## src/rtl/cordic_pkg.sv

```systemverilog
// Shared constants and types for the vectoring CORDIC sequencer.
//   WIDTH_DEFAULT : default datapath width
//   PI / NEG_PI   : +/-pi in signed Q4.28
//   atan_lut()    : atan(2^-i) in Q4.28, rounded to nearest
//   state_t       : sequencer FSM encoding
package cordic_pkg;

  localparam int          WIDTH_DEFAULT = 32;
  localparam logic [31:0] PI            = 32'h3243F6A8;
  localparam logic [31:0] NEG_PI        = 32'hCDBC0958;

  typedef enum logic [2:0] {
    ST_IDLE,
    ST_ISSUE,
    ST_WAIT,
    ST_CAPTURE,
    ST_DONE
  } state_t;

  // Entries beyond i=28 round to zero because atan(2^-i)*2^28 < 0.5.
  function automatic logic [31:0] atan_lut(input logic [4:0] i);
    case (i)
      5'd0:  return 32'h0C90FDAA;
      5'd1:  return 32'h076B19C1;
      5'd2:  return 32'h03EB6EBF;
      5'd3:  return 32'h01FD5BAA;
      5'd4:  return 32'h00FFAADE;
      5'd5:  return 32'h007FF557;
      5'd6:  return 32'h003FFEAB;
      5'd7:  return 32'h001FFFD5;
      5'd8:  return 32'h000FFFFB;
      5'd9:  return 32'h0007FFFF;
      5'd10: return 32'h00040000;
      5'd11: return 32'h00020000;
      5'd12: return 32'h00010000;
      5'd13: return 32'h00008000;
      5'd14: return 32'h00004000;
      5'd15: return 32'h00002000;
      5'd16: return 32'h00001000;
      5'd17: return 32'h00000800;
      5'd18: return 32'h00000400;
      5'd19: return 32'h00000200;
      5'd20: return 32'h00000100;
      5'd21: return 32'h00000080;
      5'd22: return 32'h00000040;
      5'd23: return 32'h00000020;
      5'd24: return 32'h00000010;
      5'd25: return 32'h00000008;
      5'd26: return 32'h00000004;
      5'd27: return 32'h00000002;
      5'd28: return 32'h00000001;
      default: return 32'h00000000;
    endcase
  endfunction

endpackage

```

## src/rtl/cordic_vector_sequencer_if.sv

```systemverilog
// Bundle between the sequencer and its host / external X and Y calculators.
//   start, x_in, y_in            : conversion request
//   x_cur, y_cur, x_shift,
//   y_shift, dir, iter           : per-iteration drive to the calculators
//   x_next, y_next               : calculator results
//   busy, done, magnitude, angle : status and results
// slave = sequencer view, master = host/calculator view.
interface cordic_vector_sequencer_if #(
  parameter int WIDTH = 32
);
  logic             start;
  logic [WIDTH-1:0] x_in;
  logic [WIDTH-1:0] y_in;
  logic [WIDTH-1:0] x_cur;
  logic [WIDTH-1:0] y_cur;
  logic [WIDTH-1:0] x_shift;
  logic [WIDTH-1:0] y_shift;
  logic             dir;
  logic [4:0]       iter;
  logic [WIDTH-1:0] x_next;
  logic [WIDTH-1:0] y_next;
  logic             busy;
  logic             done;
  logic [WIDTH-1:0] magnitude;
  logic [WIDTH-1:0] angle;

  modport slave (
    input  start, x_in, y_in, x_next, y_next,
    output x_cur, y_cur, x_shift, y_shift, dir, iter,
           busy, done, magnitude, angle
  );

  modport master (
    output start, x_in, y_in, x_next, y_next,
    input  x_cur, y_cur, x_shift, y_shift, dir, iter,
           busy, done, magnitude, angle
  );
endinterface

```

## src/rtl/cordic_arith_shifter.sv

```systemverilog
// Combinational arithmetic (sign-filling) right shift.
//   din   : WIDTH-bit two's complement operand
//   shamt : shift amount, 0 = pass-through
//   dout  : din >>> shamt
module cordic_arith_shifter #(
  parameter int WIDTH = 32
) (
  input  logic [WIDTH-1:0] din,
  input  logic [4:0]       shamt,
  output logic [WIDTH-1:0] dout
);
  assign dout = $signed(din) >>> shamt;
endmodule

```

## src/rtl/cordic_vector_sequencer.sv

```systemverilog
// Iteration controller for a vectoring-mode CORDIC. Holds x/y/z, drives the
// shifted operands and rotation direction to external X/Y calculators,
// captures their results and accumulates the angle. After ITERATIONS passes
// it presents magnitude (gain uncompensated) and angle (Q4.28 radians).
//   clock, reset_n : rising-edge clock, async active-low reset
//   bus (slave)    : request, calculator drive/return, status and results
module cordic_vector_sequencer
  import cordic_pkg::*;
#(
  parameter int WIDTH        = WIDTH_DEFAULT,
  parameter int ITERATIONS   = 16,
  parameter int CALC_LATENCY = 1
) (
  input  logic                      clock,
  input  logic                      reset_n,
  cordic_vector_sequencer_if.slave  bus
);

  localparam int         WCW       = (CALC_LATENCY > 0) ? $clog2(CALC_LATENCY + 1) : 1;
  localparam logic [WCW-1:0] WAIT_LAST = WCW'(CALC_LATENCY - 1);
  localparam logic [4:0] LAST_ITER = 5'(ITERATIONS - 1);
  localparam logic [WIDTH-1:0] MIN_NEG = {1'b1, {(WIDTH-1){1'b0}}};
  localparam logic [WIDTH-1:0] MAX_POS = {1'b0, {(WIDTH-1){1'b1}}};

  state_t           state, state_nxt;
  logic [WIDTH-1:0] x, y, z;
  logic [4:0]       iter_q;
  logic [WCW-1:0]   wait_cnt;
  logic             busy_q, done_q;
  logic [WIDTH-1:0] mag_q, ang_q;
  logic [WIDTH-1:0] x_sh, y_sh;
  logic [WIDTH-1:0] atan_w, pi_w, neg_pi_w;
  logic             dir_w;

  // -MIN has no representation; clamp it to MAX.
  function automatic logic [WIDTH-1:0] neg_sat(input logic [WIDTH-1:0] v);
    if (v == MIN_NEG) return MAX_POS;
    return -v;
  endfunction

  assign atan_w   = WIDTH'(signed'(atan_lut(iter_q)));
  assign pi_w     = WIDTH'(signed'(PI));
  assign neg_pi_w = WIDTH'(signed'(NEG_PI));
  assign dir_w    = y[WIDTH-1];

  cordic_arith_shifter #(.WIDTH(WIDTH)) u_x_shift (.din(x), .shamt(iter_q), .dout(x_sh));
  cordic_arith_shifter #(.WIDTH(WIDTH)) u_y_shift (.din(y), .shamt(iter_q), .dout(y_sh));

  always_ff @(posedge clock or negedge reset_n) begin
    if (!reset_n) state <= ST_IDLE;
    else          state <= state_nxt;
  end

  always_comb begin
    state_nxt = state;
    case (state)
      ST_IDLE:    if (bus.start) state_nxt = ST_ISSUE;
      ST_ISSUE:   state_nxt = (CALC_LATENCY == 0) ? ST_CAPTURE : ST_WAIT;
      ST_WAIT:    if (wait_cnt == WAIT_LAST) state_nxt = ST_CAPTURE;
      ST_CAPTURE: state_nxt = (iter_q == LAST_ITER) ? ST_DONE : ST_ISSUE;
      ST_DONE:    state_nxt = ST_IDLE;
      default:    state_nxt = ST_IDLE;
    endcase
  end

  always_ff @(posedge clock or negedge reset_n) begin
    if (!reset_n) begin
      x        <= '0;
      y        <= '0;
      z        <= '0;
      iter_q   <= '0;
      wait_cnt <= '0;
      busy_q   <= 1'b0;
      done_q   <= 1'b0;
      mag_q    <= '0;
      ang_q    <= '0;
    end else begin
      case (state)
        ST_IDLE: begin
          if (bus.start) begin
            busy_q <= 1'b1;
            done_q <= 1'b0;
            iter_q <= '0;
            // Left half-plane: rotate by pi so the iterations only see x >= 0.
            if (bus.x_in[WIDTH-1]) begin
              x <= neg_sat(bus.x_in);
              y <= neg_sat(bus.y_in);
              z <= bus.y_in[WIDTH-1] ? neg_pi_w : pi_w;
            end else begin
              x <= bus.x_in;
              y <= bus.y_in;
              z <= '0;
            end
          end
        end
        ST_ISSUE: wait_cnt <= '0;
        ST_WAIT:  wait_cnt <= wait_cnt + 1'b1;
        ST_CAPTURE: begin
          x <= bus.x_next;
          y <= bus.y_next;
          z <= dir_w ? z - atan_w : z + atan_w;
          // iter stays on the last index so the drive is stable through DONE.
          if (iter_q != LAST_ITER) iter_q <= iter_q + 5'd1;
        end
        ST_DONE: begin
          mag_q  <= x;
          ang_q  <= z;
          done_q <= 1'b1;
          busy_q <= 1'b0;
        end
        default: ;
      endcase
    end
  end

  assign bus.x_cur     = x;
  assign bus.y_cur     = y;
  assign bus.x_shift   = x_sh;
  assign bus.y_shift   = y_sh;
  assign bus.dir       = dir_w;
  assign bus.iter      = iter_q;
  assign bus.busy      = busy_q;
  assign bus.done      = done_q;
  assign bus.magnitude = mag_q;
  assign bus.angle     = ang_q;

endmodule

```

## src/flat_wrapper.sv

```systemverilog
// flat-port wrapper written by rule: the top's interface ports become plain ports
module cordic_vector_sequencer_flat import cordic_pkg::*;
#(
  parameter int WIDTH        = WIDTH_DEFAULT,
  parameter int ITERATIONS   = 16,
  parameter int CALC_LATENCY = 1
)
  (clock, reset_n, bus_start, bus_x_in, bus_y_in, bus_x_next, bus_y_next, bus_x_cur, bus_y_cur, bus_x_shift, bus_y_shift, bus_dir, bus_iter, bus_busy, bus_done, bus_magnitude, bus_angle);
  cordic_vector_sequencer_if #(.WIDTH(WIDTH)) bus_i ();
  input  logic clock;
  input  logic reset_n;
  input wire logic [$bits(bus_i.start)-1:0] bus_start;
  input wire logic [$bits(bus_i.x_in)-1:0] bus_x_in;
  input wire logic [$bits(bus_i.y_in)-1:0] bus_y_in;
  input wire logic [$bits(bus_i.x_next)-1:0] bus_x_next;
  input wire logic [$bits(bus_i.y_next)-1:0] bus_y_next;
  output wire logic [$bits(bus_i.x_cur)-1:0] bus_x_cur;
  output wire logic [$bits(bus_i.y_cur)-1:0] bus_y_cur;
  output wire logic [$bits(bus_i.x_shift)-1:0] bus_x_shift;
  output wire logic [$bits(bus_i.y_shift)-1:0] bus_y_shift;
  output wire logic [$bits(bus_i.dir)-1:0] bus_dir;
  output wire logic [$bits(bus_i.iter)-1:0] bus_iter;
  output wire logic [$bits(bus_i.busy)-1:0] bus_busy;
  output wire logic [$bits(bus_i.done)-1:0] bus_done;
  output wire logic [$bits(bus_i.magnitude)-1:0] bus_magnitude;
  output wire logic [$bits(bus_i.angle)-1:0] bus_angle;
  assign bus_i.start = bus_start;
  assign bus_i.x_in = bus_x_in;
  assign bus_i.y_in = bus_y_in;
  assign bus_i.x_next = bus_x_next;
  assign bus_i.y_next = bus_y_next;
  assign bus_x_cur = bus_i.x_cur;
  assign bus_y_cur = bus_i.y_cur;
  assign bus_x_shift = bus_i.x_shift;
  assign bus_y_shift = bus_i.y_shift;
  assign bus_dir = bus_i.dir;
  assign bus_iter = bus_i.iter;
  assign bus_busy = bus_i.busy;
  assign bus_done = bus_i.done;
  assign bus_magnitude = bus_i.magnitude;
  assign bus_angle = bus_i.angle;
  cordic_vector_sequencer #(.WIDTH(WIDTH), .ITERATIONS(ITERATIONS), .CALC_LATENCY(CALC_LATENCY)) u_core (.clock(clock), .reset_n(reset_n), .bus(bus_i));
endmodule
```

## config.mk

```make
export PLATFORM = sky130hd
export DESIGN_NAME = cordic_vector_sequencer_flat
export DESIGN_NICKNAME = d
export VERILOG_FILES = /design/src/rtl/cordic_pkg.sv /design/src/rtl/cordic_vector_sequencer_if.sv /design/src/rtl/cordic_arith_shifter.sv /design/src/rtl/cordic_vector_sequencer.sv /design/src/flat_wrapper.sv
export SDC_FILE = /design/constraint.sdc
export NUM_CORES = 1
export LEC_CHECK = 0
export CAP_MARGIN = 15
export CORE_UTILIZATION = 33
export DETAILED_ROUTE_END_ITERATION = 7
export GPL_TIMING_DRIVEN = 0
export PLACE_DENSITY = 0.6
export SYNTH_ARGS = -nofsm -noshare
export SYNTH_HDL_FRONTEND = slang
export SYNTH_SLANG_ARGS = --single-unit
```

## constraint.sdc

```tcl
create_clock -name clock -period 8 [get_ports clock]
set_clock_uncertainty 0.15 [all_clocks]
set_input_delay 1.6 -clock clock [delete_from_list [all_inputs] [get_ports clock]]
set_output_delay 1.6 -clock clock [all_outputs]
set_load 0.02 [all_outputs]
```

==> impl_results.md <==
- Top cells by area, synth: dfrtp_1, o21ai_0, mux2_2, nand2_1, mux4_2
- Cell taking the most area after synthesis: dfrtp_1
- FP Rows: 76
- Post-route ant nets: 0
- WHS Endpoint: u_core.bus.done$_DFFE_PN0P_
- Die X: 211 um
- CTS Buf Count: 17
- First-pass GRT wire length: 94800 um
- P&R area growth vs syn: 32.6%
- Switching Share: 35.9%
- Worst r2r dst: u_core.z[30]$_DFFE_PN0P_
- Pwr per Cell Area: 167 mW/mm^2
- Int Power: 2.05 mW
- Number of I/O port buffers: 330
- H-tree depth: 4
- Initial DRC Count: 1409
- Fin. Hold Viols: 0
- WP data required: 6.25 ns
- Worst hold margin: 0.346 ns
- Final slew viol count: 0
- Initial DRT Pass Iterations: 8
- Worst setup SP type: flop
- EDFF count, synth: 0
- RR Startpoint: u_core.bus.iter[1]$_DFFE_PN0P_
- Main combinational cell family by area after synthesis: compound AO/OA/AOI/OAI gates
- Number of global-route vias before repair: 14.9k
- Worst reg-to-reg path cell count: 24
- Total Nets Final: 2249
- FMAX: 139 MHz
- Ant diodes: 0
- Initial core utilization: 33.5%
- Die Span Y: 211 um
- Compound-gate portion of the synthesized area: 23.1%
- Unrepaired setup endpoints after global routing: no
- Maximum fanout along the worst path: 10
- Antenna violations before repair: 1
- Static leakage: 7.58 nW
- Core area: 0.0432 sq mm
- Via count: 15.2k
- DPL Wire Length: 49900 um
- R2R Setup Slk: 0.78 ns
- DR vias/cell: 5.69
- Syn_nets: 1900
- Post-synth top flop: dfrtp_1
- Syn Area/Cell: 8.39 sq um
- CTS Sinks: 171
- Multiplexer share of the synthesized area: 14.7%
- Place WS: -0.552 ns
- HP Class: flop to flop
- Clock Tree Buf Depth: 2
- Wire per inst: 23.9 um
- Seq cells post-synth: 171
- Switch Pwr: 1.15 mW
- Largest net degree at the start of global routing: 91
- Cells on Worst Hold Path: 1
- Ys async rst share: 100%
- VDD IR max: 0.000140 V
- Grt total ovfl: 0
- Post-Syn Area: 0.0145 sq mm
- Die area: 0.0446 sq mm
- Adder and majority gate portion of the synthesized area: 4.03%
- Max-cap viol count: 0
- Hold path start: u_core.bus.done$_DFFE_PN0P_
- Final WL: 63700 um
- Crit path capture type: primary output
- Simple-gate share of the synthesized area: 16.7%
- Share of layout cells above drive strength 1: 10.5%
- Seq/Total Area, Yosys: 29.6%
- Post-synth top area share: 29.6%
- Clock network fraction of total power: 28.7%
- Total GRT Usage: 28.7%
- Clock transition at the registers of the reported paths: 0.07 ns
- Clock latency on the worst-skew pair: 0.49 ns
- Max_slew headroom: 36.7%
- Setup-failing EPs final: 0
- RePlAce Congestion: 0.971
- CTS tree: built
- CP Data Arrival Time: 5.47 ns
- Core Util, Final: 44.4%
- Ys Warns: 0
- Hold-fix buffers, CTS: 0
- Outcome: finished, final reports clean
- Synth cell types: 85
- I/O pin count: 331
- Min Tclk post-route: 7.22 ns
- DRC Markers: 0
- Root Driver: clkbuf_16
- Comb pwr share: 37.6%
- Flop pwr share: 33.8%
- Critical path type: flop to primary output
- Period utilization: 90.2%
- Post-Synth XOR/XNOR Area: 6.97%
- Final setup margin: 0.781 ns
- Measured slew at the worst slew-check pin: 0.941 ns
- Synth Instances: 1723
[final cells by class]
cell class	instances	area, sq um
Sequential cell	171	4280
Multi-Input combinational cell	1391	9470
Clock buffer	21	460
Clock inverter	10	165
Inverter	25	93.8
Fill cell	4416	24000
Timing Repair Buffer	332	3340
Buffer	134	623
Tap cell	585	732
[logic make-up (layout without fill, tap and decap cells)]
family / Yosys count / after routing
AO/OA/AOI/OAI: 539 / 539
XOR/XNOR: 115 / 115
adder cells (fa/ha/maj): 46 / 46
buffers and inverters: 161 / 522
flip-flops: 171 / 171
multiplexers: 167 / 167
AND/OR/NAND/NOR: 524 / 524
[sequential cells by signal, summed over array words and instances (netlist names)]
signal                cells
u_core.wait_cnt           1
u_core.bus.y_cur         32
u_core.bus.done           1
u_core.bus.x_cur         32
u_core.bus.angle         32
u_core.bus.iter           5
u_core.z                 32
u_core.bus.magnitude     32
u_core.bus.busy           1
u_core.state              3
[worst max-delay path, stage by stage, from the launching register on]
cell and delay (ns):
dfrtp_1 0.63, clkbuf_1 0.50, buf_1 0.63, buf_1 0.66, clkbuf_1 0.59, a211oi_1 0.16, a21oi_1 0.27, nand2_1 0.08
nand2_1 0.12, o21ai_0 0.14, o21ai_0 0.36, clkdlybuf4s50_1 0.81
[power groups by stage]
stage	Sequential [mW]	Combinational (mW)	Clock, mW
CTS	1.08	1.19	0.946
floorplan	1.06	0.813	0
global placement	1.10	1.17	0
detailed placement	1.10	1.18	0
global route	1.10	1.32	0.970
finish	1.08	1.20	0.918
[cell usage in the layout (no fill, tap or decap), drive strengths merged, types with 9 or more instances in the layout]
| master | netlist | layout |
|---|---|---|
| o21ai | 227 | 227 |
| a21oi | 112 | 112 |
| xnor2 | 54 | 54 |
| nor2 | 101 | 101 |
| nor2b | 16 | 16 |
| nand2b | 18 | 18 |
| or3 | 9 | 9 |
| xor2 | 61 | 61 |
| a31oi | 14 | 14 |
| nor3 | 18 | 18 |
| inv | 24 | 25 |
| nand3 | 56 | 56 |
| mux4 | 28 | 28 |
| and3 | 10 | 10 |
| or4 | 10 | 10 |
| clkbuf | 97 | 118 |
| a21o | 17 | 17 |
| o31ai | 24 | 24 |
| mux2i | 55 | 55 |
| buf | 35 | 35 |
| mux2 | 84 | 84 |
| or2 | 11 | 11 |
| nand2 | 250 | 250 |
| o22ai | 35 | 35 |
| a211oi | 15 | 15 |
| dfrtp | 171 | 171 |
| o211ai | 35 | 35 |
| clkdlybuf4s50 | 0 | 329 |
| ha | 45 | 45 |
[cells in the mapped netlist (4+ instances only)]
cell	instances
a211o_1	5
a211oi_1	15
a21boi_0	4
a21o_1	17
a21oi_1	112
a311oi_1	4
a31oi_1	13
and2_1	7
and3_1	10
buf_1	24
buf_2	4
buf_6	4
clkbuf_1	93
dfrtp_1	171
ha_1	45
inv_1	21
mux2_2	84
mux2i_1	55
mux4_2	28
nand2_1	250
nand2b_1	18
nand3_1	56
nor2_1	100
nor2b_1	16
nor3_1	17
nor4_1	4
o211ai_1	35
o21a_1	8
o21ai_0	197
o21ai_1	29
o21bai_1	4
o22ai_1	16
o22ai_2	19
o31ai_1	23
o41ai_1	6
or2_2	11
or3_1	6
or4_1	4
or4_4	4
xnor2_1	54
xor2_1	61
[through the flow]
stage	setup TNS [ns]	total power, mW	instance area (sq um)	instances
floorplan	0	1.88	14500	1723
global placement	-375.47	2.26	18500	2638
detailed placement	-1.89	2.28	18500	2640
CTS	0	3.22	19200	2671
global route	0	3.39	19200	2669
finish	0	3.20	19200	2669
[timing repair]
action	CTS	global route
gates resized for setup	6	3
endpoints found under the setup margin	8	8
hold endpoints to repair	0	0
setup buffers	0	0
[how the worst max path moves through the flow]
stage	startpoint	endpoint
CTS	u_core.bus.iter[0]$_DFFE_PN0P_	u_core.z[30]$_DFFE_PN0P_
finish	u_core.bus.iter[1]$_DFFE_PN0P_	bus_x_shift[3]
global route	u_core.bus.iter[0]$_DFFE_PN0P_	u_core.z[30]$_DFFE_PN0P_
detailed placement	u_core.bus.iter[1]$_DFFE_PN0P_	u_core.z[31]$_DFFE_PN0P_
global placement	reset_n	u_core.bus.magnitude[15]$_DFFE_PN0P_
floorplan	u_core.bus.iter[1]$_DFFE_PN0P_	u_core.z[31]$_DFFE_PN0P_
[layer usage]
layer | GRT usage (%) | up-vias | share of wire, %
li1 | - | 6955 | -
met1 | 36.3 | 7420 | 41
met2 | 48.3 | 696 | 49
met3 | 6.16 | 107 | 7.6
met4 | 9.65 | 2 | 2.6
met5 | 0 | - | 0.017
(Power assumes the default switching activity.)
